--- src/rtl/argmax_finder.sv ---
`timescale 1ns/1ps
`default_nettype none
// ============================================================================
// Module   : argmax_finder
// Purpose  : NN classifier output stage: serial argmax scan or threshold test.
// Revision : 1.0 - initial release
// ============================================================================
module argmax_finder #(
    parameter int                     NUM_INPUT   = 10,
    parameter int                     INPUT_WIDTH = 16,
    parameter int                     SIGNED_CMP  = 0,
    parameter int                     MODE        = 0,
    parameter logic [INPUT_WIDTH-1:0] THRESHOLD   = 'h800
) (
    input  logic                             i_clk,
    input  logic                             i_rst,
    input  logic [NUM_INPUT*INPUT_WIDTH-1:0] i_data,
    input  logic                             i_valid,
    output logic                             o_ready,
    output logic [31:0]                      o_data,
    output logic [INPUT_WIDTH-1:0]           o_max_value,
    output logic                             o_data_valid
);

    localparam int                 c_CNT_W  = (NUM_INPUT > 1) ? $clog2(NUM_INPUT) : 1;
    localparam logic [c_CNT_W-1:0] c_LAST   = c_CNT_W'(NUM_INPUT - 1);
    localparam bit                 c_SERIAL = (MODE == 0) && (NUM_INPUT > 1);

    localparam logic [0:0] S_IDLE = 1'b0;
    localparam logic [0:0] S_SCAN = 1'b1;

    logic [0:0]             r_state;
    logic [0:0]             w_next_state;
    logic [INPUT_WIDTH-1:0] r_elem [NUM_INPUT];
    logic [c_CNT_W-1:0]     r_cnt;
    logic [INPUT_WIDTH-1:0] r_best_val;
    logic [c_CNT_W-1:0]     r_best_idx;
    logic [31:0]            r_data;
    logic [INPUT_WIDTH-1:0] r_max_value;
    logic                   r_data_valid;

    logic                   w_capture;
    logic [INPUT_WIDTH-1:0] w_elem0_in;
    logic [INPUT_WIDTH-1:0] w_cur;
    logic                   w_take;
    logic [INPUT_WIDTH-1:0] w_upd_val;
    logic [c_CNT_W-1:0]     w_upd_idx;
    logic                   w_thr_hit;

    function automatic logic f_gt(input logic [INPUT_WIDTH-1:0] a,
                                  input logic [INPUT_WIDTH-1:0] b);
        if (SIGNED_CMP != 0) begin
            f_gt = $signed(a) > $signed(b);
        end else begin
            f_gt = a > b;
        end
    endfunction

    // State register
    always_ff @(posedge i_clk) begin
        if (i_rst) begin
            r_state <= S_IDLE;
        end else begin
            r_state <= w_next_state;
        end
    end

    // Next-state logic
    always_comb begin
        w_next_state = r_state;
        case (r_state)
            S_IDLE: if (w_capture && c_SERIAL) w_next_state = S_SCAN;
            S_SCAN: if (r_cnt == c_LAST)       w_next_state = S_IDLE;
            default:                           w_next_state = S_IDLE;
        endcase
    end

    // Output logic
    always_comb begin
        o_ready      = (r_state == S_IDLE);
        o_data       = r_data;
        o_max_value  = r_max_value;
        o_data_valid = r_data_valid;
    end

    assign w_capture  = i_valid && o_ready;
    assign w_elem0_in = i_data[INPUT_WIDTH-1:0];
    assign w_thr_hit  = f_gt(w_elem0_in, THRESHOLD);

    // Strict greater-than keeps the lower index on ties.
    always_comb begin
        w_cur     = r_elem[r_cnt];
        w_take    = f_gt(w_cur, r_best_val);
        w_upd_val = w_take ? w_cur : r_best_val;
        w_upd_idx = w_take ? r_cnt : r_best_idx;
    end

    always_ff @(posedge i_clk) begin
        if (w_capture) begin
            for (int k = 0; k < NUM_INPUT; k++) begin
                r_elem[k] <= i_data[k*INPUT_WIDTH +: INPUT_WIDTH];
            end
        end
    end

    always_ff @(posedge i_clk) begin
        if (i_rst) begin
            r_cnt        <= '0;
            r_best_val   <= '0;
            r_best_idx   <= '0;
            r_data       <= '0;
            r_max_value  <= '0;
            r_data_valid <= 1'b0;
        end else begin
            r_data_valid <= 1'b0;
            if (w_capture) begin
                if (MODE != 0) begin
                    r_data       <= {31'd0, w_thr_hit};
                    r_max_value  <= w_elem0_in;
                    r_data_valid <= 1'b1;
                end else if (!c_SERIAL) begin
                    r_data       <= '0;
                    r_max_value  <= w_elem0_in;
                    r_data_valid <= 1'b1;
                end else begin
                    r_best_val <= w_elem0_in;
                    r_best_idx <= '0;
                    r_cnt      <= c_CNT_W'(1);
                end
            end
            if (r_state == S_SCAN) begin
                r_best_val <= w_upd_val;
                r_best_idx <= w_upd_idx;
                r_cnt      <= r_cnt + 1'b1;
                if (r_cnt == c_LAST) begin
                    r_data       <= 32'(w_upd_idx);
                    r_max_value  <= w_upd_val;
                    r_data_valid <= 1'b1;
                    r_cnt        <= '0;
                end
            end
        end
    end

endmodule
`default_nettype wire

--- config.mk ---
export PLATFORM = sky130hd
export DESIGN_NAME = argmax_finder
export DESIGN_NICKNAME = d
export VERILOG_FILES = /design/src/rtl/argmax_finder.sv
export SDC_FILE = /design/constraint.sdc
export NUM_CORES = 1
export LEC_CHECK = 0
export BUFFER_PORTS_ARGS = -buffer_cell sky130_fd_sc_hd__buf_2
export CELL_PAD_IN_SITES_DETAIL_PLACEMENT = 1
export CELL_PAD_IN_SITES_GLOBAL_PLACEMENT = 1
export CORE_MARGIN = 5
export CORE_UTILIZATION = 44
export CTS_CLUSTER_DIAMETER = 60
export DETAILED_ROUTE_END_ITERATION = 7
export GPL_TIMING_DRIVEN = 0
export PLACE_DENSITY = 0.76
export SLEW_MARGIN = 20
export SYNTH_ARGS = -nofsm -noshare
export SYNTH_HDL_FRONTEND = slang
export SYNTH_SLANG_ARGS = --single-unit
--- constraint.sdc ---
create_clock -name i_clk -period 12.7 [get_ports i_clk]
set_clock_uncertainty 0.15 [all_clocks]
set_input_delay 1.905 -clock i_clk [delete_from_list [all_inputs] [get_ports i_clk]]
set_output_delay 1.905 -clock i_clk [all_outputs]
set_load 0.01 [all_outputs]
# --- Yosys cells after proc, flatten, opt, wreduce, memory -nomap -nowiden ---
# Memories as Yosys holds them, arrays and structs flattened. A register that Yosys moved wholly into a read port is not among the register bits.
# Cells that the tools add are included.
word_totals:
  regBits: 46
  latchBits: 0
  ram_bits: 160
  romBits: 0
  input_bits: 163
  output_inout_bits: 50
  wordCells: 32
  memories: 1
classes:
  n_addsub: 1
  multipliers: 0
  n_div: 0
  n_lt_le_gt_ge: 1
  n_eq_ne: 1
  shifts: 0
  n_mux: 16
  n_bitwise: 1
  reduce_logical: 4
mem_list:
  columns: ["memory", "depth", "word_bits", "read_ports", "rd_ports_with_merged_regs", "wr", "line_no", "rtl"]
  rows:
  - ["r_elem", 10, 16, 1, 1, 10, "34", "logic [INPUT_WIDTH-1:0] r_elem [NUM_INPUT];"]
op_table:
  columns: ["cell", "n"]
  rows:
  - ["16-bit 2-to-1 mux", 3]
  - ["4-bit 2-to-1 mux", 8]
  - ["16-bit > comparator", 1]
  - ["4-bit by 1-bit adder with 4-bit output, second input constant", 1]
  - ["4-bit == test, second input constant", 1]
  - ["1-bit 2-to-1 mux", 4]
  - ["1-bit one-hot mux with 2 select lines", 1]
  - ["2-bit AND reduction", 1]
  - ["2-bit nonzero test", 1]
  - ["2-bit OR reduction", 1]
  - ["1-bit logical AND", 1]
  - ["1-bit inverter", 1]

# --- Depth between registers and ports, before layout ---
logic_depth:
  ltp_word: 6
  depth_mapped: 15
  ltp_nobuf: 10

# --- Worst setup path before layout ---
# OpenSTA, ideal clock, no wires.
synth_path:
  kind: "input to register"
  startpoint: "input i_valid"
  endpoint: "memory r_elem[0][0], enable pin"
  setup_ns: 0.699
  arrival_time_ns: 9.514
  required_time_ns: 11.851
  slack_ns: 2.336
  path_stages: 3
  n_path_buf: 2
  path_cell_list: "clkbuf_1 -> clkbuf_1 -> nor2b_1"
synth_rtl:
  columns: ["element", "line_no", "rtl"]
  rows:
  - ["start, declared", "18", "input logic i_valid,"]
  - ["end, declared", "34", null]

==> flow_metrics.tcl <==
set metrics [dict create \
    final_hold_viol_count 0 \
    gp_congestion 0.766 \
    r2r-end "r_best_val[6]" \
    grt_max_degree 29 \
    yosysWarnings 0 \
    drc_errors 0 \
    grt_pass1_vias 6533 \
    nFillCells 2015 \
    cts_tree "yes" \
    grt_pass1_wl_mm 37.0 \
    worstHoldPathCells 2 \
    hold_start "r_best_idx[3]" \
    met1_length_mm 9.39 \
    viasPerCell 5.32 \
    num_rows 51 \
    drive_gt1_share_pct 35.9 \
    track_usage_pct 21.4 \
    final_antenna_net_count 0 \
    combPwrFrac_pct 13.3 \
    slowest_delay_ns 0.68 \
    clkTransAtPathRegs_ns 0.06 \
    postCtsResizedCells 0 \
    synth_area_leaders "edfxtp_1, dfxtp_1, mux4_2" \
    irDropWorstVdd_uv 126 \
    crit_arrival_ns 4.54 \
    power.density_nw_per_um2 151 \
    setup_ws_ns 8.37 \
    synth.top_cell.area_share_pct 54.8 \
    nNetsFinal 998 \
    p_clk_share_pct 39.0 \
    dr_wl_met3_mm 1.72 \
    die_h_um 151 \
    p_sw_uw 399 \
    syn_area_per_cell_um2 15.2 \
    core_area_um2 19500 \
    setup_violations 0 \
    yosys.area.top_type "edfxtp_1" \
    synthFlopType "edfxtp_1" \
    layout_commonest_cell "buf_2" \
    slew_viol_final 0 \
    multi_input_area_um2 2600 \
    synth-seq-cells 210 \
    status "finished, final reports clean" \
    place_ws_ns 8.22 \
    clk_path_buf_depth 3 \
    switching_share_pct 23.9 \
    cts.sinks 210 \
    seqPwrFrac_pct 47.7 \
    tightestPinTransition_ns 0.881 \
    synth.distinct_cells 45 \
    hp-class "flip-flop to flip-flop" \
    ff2ff_setup_slack_ns 8.37 \
    syn_inst 577 \
    wl_mm 24.4 \
    reg2reg_depth 13 \
    initial_core_util_pct 44.9 \
    worstHoldEndpoint "r_best_idx[3]" \
    worstSetupEndpointType "flip-flop" \
    clock_latency_ns 0.50 \
    min_period_over_period_pct 34.1 \
    first_pass_iters 5 \
    intPower_mw 1.27 \
    post-cts-setup-buffers 0 \
    hpwl_mm 18.1 \
    synth_area_um2 8770 \
    ctsHoldBuffers 0 \
    relSlewSlack_pct 41.1 \
    layout_common_cells "buf_2, edfxtp_1, dfxtp_1" \
    tns_ns 0 \
    wl_per_cell_um 22.1 \
    synth_edf_count 160 \
    async_flop_share_pct 0 \
    fmax_mhz 231 \
    critical_path_class "flip-flop to flip-flop" \
    yosysSeqAreaShare_pct 66.2 \
    crit_fanout 10 \
    fin_util_pct 56.4 \
    leakagePower_nw 4.39 \
    setup.worst_path.start_class "flip-flop" \
    path_depth 13 \
    root_buffer "clkbuf_16" \
    slowest_stage "buf_1" \
    portBuffers 182 \
    seqCellArea_um2 5810 \
    critPathTopFamily "buffers and inverters" \
    maxUsedRoutingLayer "met4" \
    rsz0062_at_grt "false" \
    fin_crit_ns 4.33 \
    max_cap_violations 0 \
    area_delta_synth_final_pct 25.7 \
    cp.required_ns 12.91 \
    die_area_um2 22900 \
    ioPinCount 213 \
    grt_overflow 0 \
    path_buf_inv 3 \
    antenna_found_initial 2 \
    met2_length_mm 12.7 \
    cts_max_level 1 \
    route.vias.total 5873 \
    crit_chain "buf_1 -> mux4_2 -> a22oi_1 -> nand2_1 -> ha_1 -> nand4_2 -> nor3_2 -> a21boi_2 -> o31a_1 -> buf_6 -> buf_12 -> mux2i_1 -> a211oi_1" \
    die_w_um 151 \
    drt_iter0_drc 341 \
    cts-buffers-inserted 23 \
]
flip-flops by register name (all words and copies together), names as in the netlist, named ones only:
signal / flops
o_data: 4
r_best_idx: 4
r_best_val: 16
r_state: 1
r_cnt: 4
o_data_valid: 1
o_max_value: 16
r_elem: 160
cell usage after synthesis (16+ instances only):
| cell | n |
|---|---|
| ha_1 | 18 |
| clkbuf_1 | 22 |
| mux2i_1 | 17 |
| dfxtp_1 | 50 |
| o211a_1 | 16 |
| edfxtp_1 | 160 |
| a211oi_1 | 33 |
| buf_4 | 31 |
| a22oi_1 | 16 |
| nand2_1 | 36 |
| mux4_2 | 32 |
| inv_1 | 20 |
| nor2_1 | 26 |
worst max path at each step:
stage                    from            end  slack (ns)
detailed placement    i_valid  r_elem[3][12]        8.22
global placement      i_valid  r_elem[0][13]       -0.11
floorplan             i_valid   r_elem[0][0]        2.34
CTS                 flip-flop  r_best_val[6]        8.42
global route        flip-flop  r_best_val[6]        8.13
finish              flip-flop  r_best_val[6]        8.37
power groups by stage:
stage | clock network [mW] | logic, mW | registers (mW)
finish | 0.650 | 0.222 | 0.795
global route | 0.692 | 0.241 | 0.798
CTS | 0.657 | 0.222 | 0.795
detailed placement | 0 | 0.219 | 0.809
global placement | 0 | 0.202 | 0.816
floorplan | 0 | 0.140 | 0.811
worst reg2reg max path, delay by kind of cell, from the launching register on:
family / cells / cell delay, ns
flops: 1 / 0.48
mux: 2 / 0.83
compound gates: 4 / 0.71
simple gates: 3 / 0.61
fa+ha+maj: 1 / 0.37
buf+inv: 3 / 1.04
logic make-up after synthesis:
logic type                 after synthesis  share of synthesized area (%)
buffers and inverters                   84                           5.41
DFF                                    210                           66.2
and+or+nand+nor                        107                           5.86
muxes                                   51                           10.5
other                                    1                         0.0428
AOI/OAI and AO/OA                      106                           9.45
adders and majority gates               18                           2.57
routing by layer:
metal	vias to the layer above	GRT usage, %
met4	0	5.89
met3	45	4.10
met5	-	0
li1	2656	-
met1	2930	26.2
met2	242	38.6
stage by stage:
step	std cells	cell area (um^2)	power [mW]	hold WS, ns
3_5_place_dp	1057	10300	1.03	0.339
4_1_cts	1099	11000	1.68	0.346
3_3_place_gp	1051	10100	1.02	0.308
5_1_grt	1101	11000	1.73	0.365
2_1_floorplan	604	8870	0.951	0.296
6_report	1103	11000	1.67	0.347
cell type report:
| cell class | count | area share, % |
|---|---|---|
| antenna | 4 | 0.0908 |
| buffer | 64 | 3.62 |
| tap | 265 | 3.01 |
| clock inverter | 11 | 0.976 |
| inverter | 20 | 0.681 |
| sequential | 210 | 52.7 |
| clock buffer | 31 | 5.68 |
| timing repair buffer | 188 | 9.70 |
| multi-input combinational | 310 | 23.6 |
Power figures use the tool's default switching activity.
